### src/rtl/target_scheduler_pkg.sv
// Shared types for the target scheduler: lane index type, FSM state enum and lane wrap helper.
package target_pkg;

  localparam int NUM_LANES_DEF = 10;
  localparam int LANE_W        = 4;

  typedef logic [LANE_W-1:0] lane_t;

  typedef enum logic [1:0] {
    ST_WAIT  = 2'd0,
    ST_PROBE = 2'd1,
    ST_SPAWN = 2'd2
  } state_t;

  function automatic lane_t next_lane(lane_t lane, int num_lanes);
    return (int'(lane) == num_lanes - 1) ? '0 : lane + 1'b1;
  endfunction

endpackage

### src/rtl/target_scheduler_if.sv
// Playfield-side bundle of the target scheduler; dbg_state exposes the spawn FSM.
interface target_scheduler_if
  import target_pkg::*;
#(
  parameter int NUM_LANES = NUM_LANES_DEF
);
  // No backpressure anywhere: hit_valid is a one-cycle strobe sampled on the
  // rising edge, and every result (hit_ok/hit_miss, spawn_pulse, expire_mask)
  // is a registered one-cycle pulse the consumer must take when it appears.
  logic                 enable;
  logic [31:0]          score;
  logic [31:0]          rand_in;
  logic                 hit_valid;
  lane_t                hit_lane;
  logic [NUM_LANES-1:0] active_mask;
  logic                 spawn_pulse;
  lane_t                spawn_lane;
  logic [NUM_LANES-1:0] expire_mask;
  logic                 hit_ok;
  logic                 hit_miss;
  logic [15:0]          skip_count;
  state_t               dbg_state;

  modport master (
    output enable, score, rand_in, hit_valid, hit_lane,
    input  active_mask, spawn_pulse, spawn_lane, expire_mask,
    input  hit_ok, hit_miss, skip_count, dbg_state
  );

  modport slave (
    input  enable, score, rand_in, hit_valid, hit_lane,
    output active_mask, spawn_pulse, spawn_lane, expire_mask,
    output hit_ok, hit_miss, skip_count, dbg_state
  );
endinterface

### src/rtl/target_scheduler_lane_timer.sv
// Per-lane lifetime counter: load on spawn, count down on game ticks, flag the 1->0 step.
module lane_timer #(
  parameter int LIFETIME = 6,
  parameter int CNT_W    = 3
) (
  input  logic clock,
  input  logic resetn,
  input  logic i_clear,
  input  logic i_load,
  input  logic i_tick,
  output logic o_expiring
);
  logic [CNT_W-1:0] r_cnt;

  // A clear (hit or game stop) always beats the natural expiry of the lane.
  assign o_expiring = i_tick && !i_clear && !i_load && (r_cnt == CNT_W'(1));

  always_ff @(posedge clock or negedge resetn) begin
    if (!resetn) begin
      r_cnt <= '0;
    end else if (i_clear) begin
      r_cnt <= '0;
    end else if (i_load) begin
      r_cnt <= CNT_W'(LIFETIME);
    end else if (i_tick && (r_cnt != '0)) begin
      r_cnt <= r_cnt - 1'b1;
    end
  end
endmodule

### src/rtl/target_scheduler.sv
// Target spawn sequencer: tick divider, WAIT/PROBE/SPAWN FSM, hit resolution and active mask.
// Optional TARGET_SPEEDUP_EN shortens the spawn interval as the score grows.
module target_scheduler
  import target_pkg::*;
#(
  parameter int NUM_LANES     = NUM_LANES_DEF,
  parameter int TICK_DIV      = 25000000,
  parameter int BASE_INTERVAL = 8,
  parameter int MIN_INTERVAL  = 2,
  parameter int SCORE_STEP    = 100,
  parameter int LIFETIME      = 6
) (
  input  logic              clock,
  input  logic              resetn,
  target_scheduler_if.slave bus
);
  localparam int TICK_W = (TICK_DIV > 1) ? $clog2(TICK_DIV) : 1;
  localparam int CNT_W  = $clog2(LIFETIME + 1);

  state_t               r_state;
  logic [TICK_W-1:0]    r_tick_cnt;
  logic [15:0]          r_interval;
  lane_t                r_probe_lane;
  lane_t                r_probe_cnt;
  logic [NUM_LANES-1:0] r_mask;
  logic [NUM_LANES-1:0] r_expire_mask;
  logic                 r_spawn_pulse;
  lane_t                r_spawn_lane;
  logic                 r_hit_ok;
  logic                 r_hit_miss;
  logic [15:0]          r_skip_count;

  logic                 w_tick;
  logic                 w_hit_ok;
  logic [15:0]          w_reload;
  logic [NUM_LANES-1:0] w_hit_vec;
  logic [NUM_LANES-1:0] w_spawn_vec;
  logic [NUM_LANES-1:0] w_clear;
  logic [NUM_LANES-1:0] w_expiring;

  assign w_tick      = bus.enable && (r_tick_cnt == TICK_W'(TICK_DIV - 1));
  assign w_hit_ok    = bus.hit_valid && (int'(bus.hit_lane) < NUM_LANES) && r_mask[bus.hit_lane];
  assign w_hit_vec   = w_hit_ok ? (NUM_LANES'(1) << bus.hit_lane) : '0;
  assign w_spawn_vec = (r_state == ST_SPAWN) ? (NUM_LANES'(1) << r_probe_lane) : '0;
  assign w_clear     = bus.enable ? w_hit_vec : '1;

`ifdef TARGET_SPEEDUP_EN
  logic [31:0] w_steps;
  // Clamp on the step count first so the subtraction can never wrap.
  always_comb begin
    w_steps = bus.score / 32'(SCORE_STEP);
    if (w_steps >= 32'(BASE_INTERVAL - MIN_INTERVAL)) begin
      w_reload = 16'(MIN_INTERVAL);
    end else begin
      w_reload = 16'(32'(BASE_INTERVAL) - w_steps);
    end
  end
`else
  logic w_unused_score;
  assign w_unused_score = ^bus.score;
  assign w_reload       = 16'(BASE_INTERVAL);
`endif

  for (genvar g = 0; g < NUM_LANES; g++) begin : g_lane
    lane_timer #(
      .LIFETIME(LIFETIME),
      .CNT_W   (CNT_W)
    ) u_timer (
      .clock     (clock),
      .resetn    (resetn),
      .i_clear   (w_clear[g]),
      .i_load    (w_spawn_vec[g]),
      .i_tick    (w_tick),
      .o_expiring(w_expiring[g])
    );
  end

  always_ff @(posedge clock or negedge resetn) begin
    if (!resetn) begin
      r_state       <= ST_WAIT;
      r_tick_cnt    <= '0;
      r_interval    <= 16'(BASE_INTERVAL);
      r_probe_lane  <= '0;
      r_probe_cnt   <= '0;
      r_mask        <= '0;
      r_expire_mask <= '0;
      r_spawn_pulse <= 1'b0;
      r_spawn_lane  <= '0;
      r_hit_ok      <= 1'b0;
      r_hit_miss    <= 1'b0;
      r_skip_count  <= '0;
    end else if (!bus.enable) begin
      r_state       <= ST_WAIT;
      r_tick_cnt    <= '0;
      r_interval    <= w_reload;
      r_mask        <= '0;
      r_expire_mask <= '0;
      r_spawn_pulse <= 1'b0;
      r_hit_ok      <= 1'b0;
      r_hit_miss    <= 1'b0;
    end else begin
      r_tick_cnt    <= w_tick ? '0 : r_tick_cnt + 1'b1;
      r_hit_ok      <= w_hit_ok;
      r_hit_miss    <= bus.hit_valid && !w_hit_ok;
      r_expire_mask <= w_expiring;
      r_mask        <= (r_mask & ~w_hit_vec & ~w_expiring) | w_spawn_vec;
      r_spawn_pulse <= 1'b0;
      case (r_state)
        ST_WAIT: begin
          if (w_tick) begin
            r_interval <= r_interval - 1'b1;
            if (r_interval == 16'd1) begin
              r_state      <= ST_PROBE;
              r_probe_lane <= LANE_W'(bus.rand_in % 32'(NUM_LANES));
              r_probe_cnt  <= '0;
            end
          end
        end
        ST_PROBE: begin
          if (!r_mask[r_probe_lane]) begin
            r_state <= ST_SPAWN;
          end else if (r_probe_cnt == LANE_W'(NUM_LANES - 1)) begin
            if (r_skip_count != 16'hFFFF) r_skip_count <= r_skip_count + 1'b1;
            r_interval <= w_reload;
            r_state    <= ST_WAIT;
          end else begin
            r_probe_lane <= next_lane(r_probe_lane, NUM_LANES);
            r_probe_cnt  <= r_probe_cnt + 1'b1;
          end
        end
        ST_SPAWN: begin
          r_spawn_pulse <= 1'b1;
          r_spawn_lane  <= r_probe_lane;
          r_interval    <= w_reload;
          r_state       <= ST_WAIT;
        end
        default: r_state <= ST_WAIT;
      endcase
    end
  end

  assign bus.active_mask = r_mask;
  assign bus.expire_mask = r_expire_mask;
  assign bus.spawn_pulse = r_spawn_pulse;
  assign bus.spawn_lane  = r_spawn_lane;
  assign bus.hit_ok      = r_hit_ok;
  assign bus.hit_miss    = r_hit_miss;
  assign bus.skip_count  = r_skip_count;
  assign bus.dbg_state   = r_state;
endmodule

### src/flat_wrapper.sv
// flat-port wrapper written by rule: the top's interface ports become plain ports
module target_scheduler_flat import target_pkg::*;
#(
  parameter int NUM_LANES     = NUM_LANES_DEF,
  parameter int TICK_DIV      = 25000000,
  parameter int BASE_INTERVAL = 8,
  parameter int MIN_INTERVAL  = 2,
  parameter int SCORE_STEP    = 100,
  parameter int LIFETIME      = 6
)
  (clock, resetn, bus_enable, bus_score, bus_rand_in, bus_hit_valid, bus_hit_lane, bus_active_mask, bus_spawn_pulse, bus_spawn_lane, bus_expire_mask, bus_hit_ok, bus_hit_miss, bus_skip_count, bus_dbg_state);
  target_scheduler_if #(.NUM_LANES(NUM_LANES)) bus_i ();
  input  logic clock;
  input  logic resetn;
  input wire logic [$bits(bus_i.enable)-1:0] bus_enable;
  input wire logic [$bits(bus_i.score)-1:0] bus_score;
  input wire logic [$bits(bus_i.rand_in)-1:0] bus_rand_in;
  input wire logic [$bits(bus_i.hit_valid)-1:0] bus_hit_valid;
  input wire logic [$bits(bus_i.hit_lane)-1:0] bus_hit_lane;
  output wire logic [$bits(bus_i.active_mask)-1:0] bus_active_mask;
  output wire logic [$bits(bus_i.spawn_pulse)-1:0] bus_spawn_pulse;
  output wire logic [$bits(bus_i.spawn_lane)-1:0] bus_spawn_lane;
  output wire logic [$bits(bus_i.expire_mask)-1:0] bus_expire_mask;
  output wire logic [$bits(bus_i.hit_ok)-1:0] bus_hit_ok;
  output wire logic [$bits(bus_i.hit_miss)-1:0] bus_hit_miss;
  output wire logic [$bits(bus_i.skip_count)-1:0] bus_skip_count;
  output wire logic [$bits(bus_i.dbg_state)-1:0] bus_dbg_state;
  assign bus_i.enable = bus_enable;
  assign bus_i.score = bus_score;
  assign bus_i.rand_in = bus_rand_in;
  assign bus_i.hit_valid = bus_hit_valid;
  assign bus_i.hit_lane = bus_hit_lane;
  assign bus_active_mask = bus_i.active_mask;
  assign bus_spawn_pulse = bus_i.spawn_pulse;
  assign bus_spawn_lane = bus_i.spawn_lane;
  assign bus_expire_mask = bus_i.expire_mask;
  assign bus_hit_ok = bus_i.hit_ok;
  assign bus_hit_miss = bus_i.hit_miss;
  assign bus_skip_count = bus_i.skip_count;
  assign bus_dbg_state = bus_i.dbg_state;
  target_scheduler #(.NUM_LANES(NUM_LANES), .TICK_DIV(TICK_DIV), .BASE_INTERVAL(BASE_INTERVAL), .MIN_INTERVAL(MIN_INTERVAL), .SCORE_STEP(SCORE_STEP), .LIFETIME(LIFETIME)) u_core (.clock(clock), .resetn(resetn), .bus(bus_i));
endmodule
### config.mk
export PLATFORM = sky130hd
export DESIGN_NAME = target_scheduler_flat
export DESIGN_NICKNAME = d
export VERILOG_FILES = /design/src/rtl/target_scheduler_pkg.sv /design/src/rtl/target_scheduler_if.sv /design/src/rtl/target_scheduler_lane_timer.sv /design/src/rtl/target_scheduler.sv /design/src/flat_wrapper.sv
export SDC_FILE = /design/constraint.sdc
export NUM_CORES = 1
export LEC_CHECK = 0
export ABC_AREA = 1
export CAP_MARGIN = 20
export CORE_ASPECT_RATIO = 0.8
export CORE_UTILIZATION = 25
export DETAILED_ROUTE_END_ITERATION = 6
export HOLD_SLACK_MARGIN = 0.06
export PLACE_DENSITY_LB_ADDON = 0.05
export SLEW_MARGIN = 5
export SYNTH_ARGS = -nofsm -noshare
export SYNTH_HDL_FRONTEND = slang
export SYNTH_SLANG_ARGS = --single-unit
### constraint.sdc
create_clock -name clock -period 3.15 [get_ports clock]
set_input_delay 0.63 -clock clock [delete_from_list [all_inputs] [get_ports clock]]
set_output_delay 0.63 -clock clock [all_outputs]
set_load 0.01 [all_outputs]
==> metrics.txt, run 1 <==
normalized max-slew margin between 60% and 70%; delay of the slowest cell on the worst path 220 ps; Seq/Total Area, Yosys around 33%; measured slew at the worst slew-check pin 586 ps; total length of routed wires 26.9 mm; hold-fix buffer count after cts 0; most frequently used flop master after synthesis sky130_fd_sc_hd__dfrtp_1; clock tree skew after final layout roughly 12 ps; CP endpoint kind flip-flop; synthesized instance count between 1,000 and 1,500; mux contribution to synthesized area 0%; path depth of the worst reg2reg path 15; largest net degree at the start of global routing 48; maximum operating frequency roughly 100 MHz; synthesized area divided by synthesized cell count 6.89 um2; final hold violations 0; Clock Pin Slew Worst Setup and Hold Paths ~60 ps; setup slack on the worst flop-to-flop path ~360 ps; yosys synthesis warning count 0; cell count along the critical path 119; setup repair after global routing missed its margin yes; Critical-path top delay cell sky130_fd_sc_hd__o21ai_2; Syn Nets roughly 1,500; placement row count 62; worst setup path start bus_rand_in[31]; Critical Setup Path Class input pin to flip-flop; Setup violations, final 3; number of antenna violations at the first check in global routing 1; fraction of the mapped netlist area in adder cells around 5.5%; MaxCap Viol Count 0; final worst slack -6820 ps; remaining design rule violation count 0; endpoint of the worst register-to-register path u_core.bus.skip_count[15]; required arrival time at the worst endpoint between 3000 and 4000 ps; origin of the critical flop-to-flop path u_core.r_probe_lane[0]; # port buffers 84; area growth from synthesis to final layout 46.1%; worst endpoint data arrival time between 10,000 and 15,000 ps; violated checks setup timing; capture point of the critical path u_core.r_probe_lane[2]; Max Slew Vio Count 0; Max H-tree Level 4; Die Footprint about 0.038 mm2; Cell variety after synth 48; share of the synthesized area in compound gates (AO/OA/AOI/OAI) about a tenth; xor-xnor portion of the synthesized cell area 1.88%; cell mode on critical path sky130_fd_sc_hd__nand2_4; FILL cells ~3,800; per-cell routed wire length approximately 13 um; simple-gate share of the synthesized area roughly two fifths; number of enable-type register cells in the synthesized netlist 0; total number of vias 9,331; Post-DRT Antenna Nets 0; number of buffer and inverter stages on the critical path 11; Max Fanout on Critical Path 5; type of the worst min-delay path input pin to async pin; TritonCTS Buffers 17; fraction of final layout cells sized beyond drive strength 1 between 30% and 40%; die boundary height 175 um; largest family of logic cells by synthesized area simple AND/OR/NAND/NOR gates; boundary pin count about 120; half-perimeter wire length after placement approximately 20 mm; total routing resource utilization after global routing around 14%; register bit count reported by yosys ~120; asr flop ratio synth 100%; CTS Sinks approximately 120; buffer depth of the longest clock path 2; TritonCTS clock tree built; run status complete, but fails checks; clock latency on the worst-skew pair 420 ps; first-pass GRT wire length about 45 mm; cell type group with the largest total delay on the critical path simple AND/OR/NAND/NOR gates; final weighted congestion in routability-driven placement roughly 0.80; Synth Cell Area about 0.0093 mm2; Die Span X between 200 and 250 um; Startpoint Class input pin; DRC violation total after the first TritonRoute iteration between 400 and 500; vias per inst 4.44; Final nets between 1,500 and 2,000; clock root buffer sky130_fd_sc_hd__clkbuf_16; most used cells in the layout excluding fill and tap cells 204 x sky130_fd_sc_hd__nand2_1, 200 x sky130_fd_sc_hd__inv_1, 153 x sky130_fd_sc_hd__buf_4; starting density of the core between 20% and 30%; shortest period the worst path allows approximately 10000 ps; vias in the first global route 8,996; Final Cycle Share 316%; first-pass detailed-route iteration total 5; GR Overflow Total 0; post-placement worst setup slack -7630 ps; Floorplan Core Area roughly 0.036 mm2; most common cell after layout, fill and taps aside sky130_fd_sc_hd__nand2_1
==> layer usage <==
layer	GRT usage, %	share of wire (%)	vias up
li1	-	-	4893
met1	20.3	51	4328
met2	22.3	45	98
met3	2.70	3.0	12
met5	0	0	-
met4	3.23	0.79	0
==> cell usage after synthesis, drive strengths merged (2+ instances only) <==
master,instances,area share (%)
a221oi,3,0.28
a311oi,4,0.38
a22oi,2,0.16
nor2,122,4.9
and3,4,0.27
or2,2,0.13
nand2,370,18
a211oi,2,0.16
buf,2,0.094
xnor2,8,0.75
o21a,2,0.16
o22ai,4,0.27
clkinv,5,0.21
nand3b,3,0.24
nand3,164,10
o211ai,4,0.32
clkbuf,8,0.32
dfrtp,123,33
a31oi,3,0.20
a21oi,57,3.1
ha,41,5.5
nor3,31,1.7
o21ai,78,4.3
xor2,12,1.1
inv,246,9.9
nand4,36,2.4
nor4,10,0.67
==> cell type report <==
class                   instances  area [um2]  area share (%)
diodes                          1        2.50          0.0183
multi-input cells             971        6230            45.7
flip-flops and latches        124        3100            22.8
clock inverters                 5         129           0.945
well taps                     480         601            4.40
inverters                     251         965            7.07
clock buffers                  25         515            3.78
repair buffers                244        2090            15.3
==> state kept, by name, indices dropped and copies added, names as in the netlist <==
name                         flops
u_core.r_probe_cnt               4
u_core.bus.spawn_lane            4
u_core.r_interval               16
u_core.bus.hit_ok                1
u_core.bus.spawn_pulse           1
u_core.bus.hit_miss              1
u_core.bus.expire_mask          10
u_core.r_tick_cnt               25
u_core.bus.skip_count           16
u_core.bus.active_mask          10
u_core.r_probe_lane              4
u_core.bus.dbg_state             2
u_core.g_lane.u_timer.r_cnt     30
==> worst reg2reg max path: cells and delay by family, from the launching register on <==
family / cells / cell delay, ps
compound gates: 2 / 300
simple gates: 9 / 1460
flops: 1 / 410
xor+xnor: 1 / 130
buf+inv: 3 / 380
==> what timing repair did <==
item	in CTS	in global routing
pin swaps	54	74
setup endpoints to repair	3	9
gates cloned	0	0
setup buffers	24	8
gates resized for setup	71	193
==> worst min-delay path by stage <==
| stage | cells past startpoint | slack, ps | endpoint | startpoint |
|---|---|---|---|---|
| 6_report | 1 | 140 | u_core.r_interval[6] | resetn |
| 5_1_grt | 1 | 170 | u_core.r_interval[6] | resetn |
| 4_1_cts | 1 | 160 | u_core.r_tick_cnt[5] | resetn |
| 3_5_place_dp | 1 | 450 | u_core.r_tick_cnt[0] | u_core.r_tick_cnt[0] |
| 3_3_place_gp | 1 | 460 | u_core.r_tick_cnt[0] | u_core.r_tick_cnt[0] |
| 2_1_floorplan | 0 | 330 | u_core.bus.active_mask[0] | resetn |
==> metrics by stage <==
| stage | utilization [%] | TNS (ps) | instances | hold WS (ps) | instance area, um2 |
|---|---|---|---|---|---|
| global placement | 32.4 | -22950 | 2038 | 460 | 11800 |
| floorplan | - | -17810 | 1356 | 334 | 9380 |
| finish | 37.6 | -20290 | 2101 | 145 | 13600 |
| global route | 37.6 | -22900 | 2100 | 174 | 13600 |
| detailed placement | 32.4 | -22770 | 2038 | 453 | 11800 |
| CTS | 35.2 | -20200 | 2092 | 160 | 12800 |
==> cells by family (layout without fill, tap and decap cells) <==
group / Yosys count / after routing
buffers and inverters: 261 / 525
other: 0 / 1
flip-flops: 124 / 124
XOR/XNOR: 20 / 20
AND/OR/NAND/NOR: 743 / 743
AO/OA/AOI/OAI: 167 / 167
adder cells (fa/ha/maj): 41 / 41
Power of run 1 is not shown: default switching activity piles up to over one toggle a cycle in this logic, so the estimate is an artifact.
==> inputs of run 2 (changes only) <==
--- a/config.mk
+++ b/config.mk
@@ -16,3 +16,4 @@
 export SYNTH_ARGS = -nofsm -noshare
 export SYNTH_HDL_FRONTEND = slang
 export SYNTH_SLANG_ARGS = --single-unit
+export TNS_END_PERCENT = 30
==> metrics.txt, run 2 (same netlist as run 1, synthesis figures left out) <==
run status complete, but fails checks; violated checks setup timing; remaining design rule violation count 0; area growth from synthesis to final layout 37.1%; Max H-tree Level 4; placement row count between 60 and 70; dpl cell area approximately 0.012 mm2; total number of vias 9,170; Setup violations, final 3; normalized max-slew margin 67.9%; hold-fix buffer count after cts 0; measured slew at the worst slew-check pin 481 ps; Layout Cell Area excl Fill between 0.01 and 0.015 mm2; path depth of the worst reg2reg path 16; total routing resource utilization after global routing roughly 14%; first-pass GRT wire length around 43 mm; type of the worst min-delay path input pin to async pin; number of flip-flops under the largest register name 30; origin of the critical flop-to-flop path u_core.r_tick_cnt[0]; Die Footprint between 0.03 and 0.04 mm2; Min Hold Slack about 140 ps; Startpoint Class input pin; GR Overflow Total 0; required arrival time at the worst endpoint around 3500 ps; shortest period the worst path allows 9970 ps; vias per inst 4.41; final weighted congestion in routability-driven placement 0.772; die boundary height ~170 um; first-pass detailed-route iteration total 5; Critical-path top delay cell sky130_fd_sc_hd__dlygate4sd2_1; clock root buffer sky130_fd_sc_hd__clkbuf_16; boundary pin count 117; Floorplan Core Area about 0.036 mm2; largest net degree at the start of global routing 52; final hold violations 0; register ranked first by flip-flop count u_core.g_lane.u_timer.r_cnt; antenna fix cells 0; Final Cycle Share 317%; clock tree skew after final layout approximately 10 ps; clock latency on the worst-skew pair roughly 430 ps; Clock Pin Slew Worst Setup and Hold Paths about 60 ps; buffer depth of the longest clock path 2; most used cells in the layout excluding fill and tap cells 243 x sky130_fd_sc_hd__nand2_1, 207 x sky130_fd_sc_hd__inv_1, 137 x sky130_fd_sc_hd__buf_4; Final nets between 1,500 and 2,000; fraction of final layout cells sized beyond drive strength 1 between 20% and 30%; per-cell routed wire length approximately 12 um; DRC violation total after the first TritonRoute iteration 495; Die Span X around 220 um; worst endpoint data arrival time about 10,000 ps; CP endpoint kind flip-flop; Max Slew Vio Count 0; most common cell after layout, fill and taps aside sky130_fd_sc_hd__nand2_1; delay of the slowest cell on the worst path ~250 ps; number of antenna violations at the first check in global routing 0; TritonCTS clock tree built; MaxCap Viol Count 0; Critical Setup Path Class input pin to flip-flop; maximum operating frequency ~100 MHz; cell mode on critical path sky130_fd_sc_hd__nand2_2; total length of routed wires around 26 mm; endpoint of the worst register-to-register path u_core.r_interval[15]; starting density of the core between 20% and 30%; vias in the first global route about 9,000; registers with the most flip-flops u_core.g_lane.u_timer.r_cnt: 30 flops, u_core.r_tick_cnt: 25 flops; # port buffers 84; Post-DRT Antenna Nets 0; TritonCTS Buffers 17; half-perimeter wire length after placement approximately 20 mm; Max Fanout on Critical Path 5; final worst slack -6820 ps; setup slack on the worst flop-to-flop path between 300 and 400 ps; CTS Sinks about 120; Placed Cells a little over 2,000; Cell Count, Final, Fillers Out 2,080; setup repair after global routing missed its margin yes
run 2: cell count changes in the layout (fill, tap and decap cells not counted), sizes merged:
| cell | before | now |
|---|---|---|
| dlygate4sd2 | 0 | 1 |
| bufinv | 4 | 3 |
| clkbuf | 25 | 22 |
| buf | 165 | 140 |
| clkinv | 5 | 6 |
| diode | 1 | 0 |
| clkinvlp | 0 | 6 |
| inv | 247 | 248 |
run 2: worst max-delay path by stage:
stage,startpoint,endpoint,slack (ps),depth (start not counted)
after floorplan,bus_rand_in[30],u_core.r_probe_lane[1],-5960,123
after global placement,bus_rand_in[29],u_core.r_probe_lane[1],-7650,116
after detailed placement,bus_rand_in[29],u_core.r_probe_lane[1],-7580,116
after CTS,bus_rand_in[30],u_core.r_probe_lane[1],-6810,124
after global routing,bus_rand_in[28],u_core.r_probe_lane[2],-7840,122
final,bus_rand_in[28],u_core.r_probe_lane[1],-6820,122
run 2: cell type report:
cell class                      count  area [um2]
Fill cell                        3903       23500
Multi-Input combinational cell    971        5650
Sequential cell                   124        3100
Timing Repair Buffer              222        1870
Inverter                          251         945
Tap cell                          480         601
Clock buffer                       20         467
Clock inverter                     12         161
run 2: through the flow:
stage,utilization (%),setup slack [ps],TNS (ps)
after floorplan,-,-5960,-17820
after global placement,32.2,-7650,-22920
after detailed placement,32.2,-7580,-22670
after CTS,34.4,-6810,-20350
after global routing,35.3,-7840,-23450
final,35.3,-6820,-20430
run 2: layer usage:
layer	vias up	track usage (%)	wire length (um)	share of wire (%)
met5	-	0	0	0
met4	0	3.41	206	0.80
met3	12	2.73	809	3.1
met2	96	21.2	11200	44
met1	4213	19.8	13500	53
li1	4849	-	-	-
run 2: what timing repair did:
action	CTS	global route
pin swaps	22	38
setup endpoints to repair	3	6
setup buffers	6	7
gates resized for setup	35	74
run 2: worst max-delay path: cells and delay by family:
family	cells	cell delay [ps]
and+or+nand+nor	101	7530
AOI/OAI and AO/OA	3	520
buffers and inverters	18	1560
Power of run 2 is left out for the same reason.
==> inputs of run 3 (changes only) <==
--- a/config.mk
+++ b/config.mk
@@ -9,9 +9,11 @@
 export CAP_MARGIN = 20
 export CORE_ASPECT_RATIO = 0.8
 export CORE_UTILIZATION = 25
+export CTS_CLUSTER_SIZE = 30
 export DETAILED_ROUTE_END_ITERATION = 6
 export HOLD_SLACK_MARGIN = 0.06
 export PLACE_DENSITY_LB_ADDON = 0.05
+export RECOVER_POWER = 25
 export SLEW_MARGIN = 5
 export SYNTH_ARGS = -nofsm -noshare
 export SYNTH_HDL_FRONTEND = slang
==> metrics.txt, run 3 (same netlist as run 1, synthesis figures left out) <==
DRC violation total after the first TritonRoute iteration between 400 and 500; delay of the slowest cell on the worst path between 200 and 300 ps; per-cell routed wire length approximately 12 um; setup repair after global routing missed its margin yes; Max Fanout on Critical Path 5; hold-fix buffer count after cts 0; Max Slew Vio Count between 40 and 50; Die Span X ~220 um; normalized max-slew margin -80.7%; Setup violations, final 3; clock latency on the worst-skew pair roughly 430 ps; vias in the first global route around 9,000; registers with the most flip-flops u_core.g_lane.u_timer.r_cnt: 30 flops, u_core.r_tick_cnt: 25 flops; MaxCap Viol Count 1; register ranked first by flip-flop count u_core.g_lane.u_timer.r_cnt; TritonCTS clock tree built; shortest period the worst path allows between 9000 and 10,000 ps; TritonCTS Buffers 17; run status complete, but fails checks; Layout Cell Area excl Fill roughly 0.013 mm2; violated checks capacitance limit, slew limit, setup timing; Critical-path top delay cell sky130_fd_sc_hd__dlygate4sd2_1; Clock Pin Slew Worst Setup and Hold Paths ~60 ps; Critical Setup Path Class input pin to flip-flop; total routing resource utilization after global routing between 10 and 15%; total area of sequential cells 0.00310 mm2; Startpoint Class input pin; CTS Sinks between 100 and 150; dpl cell area ~0.012 mm2; first-pass detailed-route iteration total 5; most common cell after layout, fill and taps aside sky130_fd_sc_hd__nand2_1; die boundary height 175 um; Placed Cells about 2,000; GR Overflow Total 0; area growth from synthesis to final layout 36.9%; remaining design rule violation count 0; total length of routed wires between 20 and 30 mm; buffer depth of the longest clock path 2; clock tree skew after final layout 9.80 ps; number of antenna violations at the first check in global routing 0; number of flip-flops under the largest register name 30; required arrival time at the worst endpoint 3460 ps; Final Cycle Share 317%; starting density of the core approximately a quarter; FILL cells about 3,900; Final nets 1,700; CP endpoint kind flip-flop; clock root buffer sky130_fd_sc_hd__clkbuf_16; vias per inst 4.41; fraction of final layout cells sized beyond drive strength 1 approximately a quarter; Floorplan Core Area about 0.036 mm2; worst endpoint data arrival time about 10,000 ps; first-pass GRT wire length 42.6 mm; boundary pin count around 120; area taken by multi-input logic gates 0.00565 mm2; maximum operating frequency about 100 MHz; Post-DRT Antenna Nets 0; cell mode on critical path sky130_fd_sc_hd__nand2_2; largest net degree at the start of global routing between 50 and 60; Cell Count, Final, Fillers Out between 2,000 and 2,500; measured slew at the worst slew-check pin between 2000 and 3000 ps; most used cells in the layout excluding fill and tap cells 243 x sky130_fd_sc_hd__nand2_1, 207 x sky130_fd_sc_hd__inv_1, 137 x sky130_fd_sc_hd__buf_4; Max H-tree Level 4; # port buffers 84; total number of vias between 9,000 and 10,000; type of the worst min-delay path flip-flop to flip-flop; final hold violations 0; antenna fix cells 0; placement row count just over 60; final weighted congestion in routability-driven placement roughly 0.77; half-perimeter wire length after placement 19.8 mm; Die Footprint between 0.03 and 0.04 mm2; final worst slack -6820 ps
[run 3: changes by cell type in the layout (fill, tap and decap cells not counted)]
cell | previous run | this run
sky130_fd_sc_hd__clkbuf_1 | 0 | 1
sky130_fd_sc_hd__buf_12 | 1 | 0
[run 3: routing by layer]
metal  wire length (um)  GRT usage (%)
met3                813           2.73
met1              13500           19.8
met5                  0              0
met4                206           3.41
met2              11200           21.2
[run 3: layout make-up]
type | count | share of cell area, %
flip-flops and latches | 124 | 24.3
clock buffers | 20 | 3.65
well taps | 480 | 4.70
multi-input cells | 971 | 44.2
repair buffers | 222 | 14.5
inverters | 251 | 7.39
clock inverters | 12 | 1.26
[run 3: what timing repair did]
item | 4_1_cts | 5_1_grt
gates resized for setup | 35 | 74
endpoints found under the setup margin | 3 | 6
buffers inserted | 6 | 7
endpoints found under the hold margin | 0 | 0
pin swaps | 22 | 38
[run 3: worst paths after layout]
check / start / to / slack [ps] / depth (start not counted)
setup / recovery: bus_rand_in[28] / u_core.r_probe_lane[1] / -6820 / 122
hold / removal: u_core.bus.spawn_lane[1] / u_core.bus.spawn_lane[1] / 490 / 2
setup reg to reg: u_core.r_tick_cnt[0] / u_core.r_interval[15] / 350 / 16
hold reg to reg: u_core.bus.spawn_lane[1] / u_core.bus.spawn_lane[1] / 490 / 2
max in group asynchronous: resetn / u_core.r_interval[3] / 530 / 2
min in group asynchronous: resetn / u_core.r_tick_cnt[0] / 1060 / 1
[run 3: through the flow]
stage	hold WS [ps]	setup slack (ps)	util, %	TNS (ps)
6_report	487	-6820	35.2	-20430
5_1_grt	507	-7840	35.2	-29090
4_1_cts	138	-6810	34.4	-20350
3_5_place_dp	477	-7580	32.2	-22670
3_3_place_gp	482	-7650	32.2	-22920
2_1_floorplan	334	-5960	-	-17820
[run 3: critical path, delay by kind of cell]
family	cells	cell delay (ps)
and+or+nand+nor	101	7530
buffers and inverters	18	1560
AOI/OAI and AO/OA	3	520
Power of run 3 is left out for the same reason.
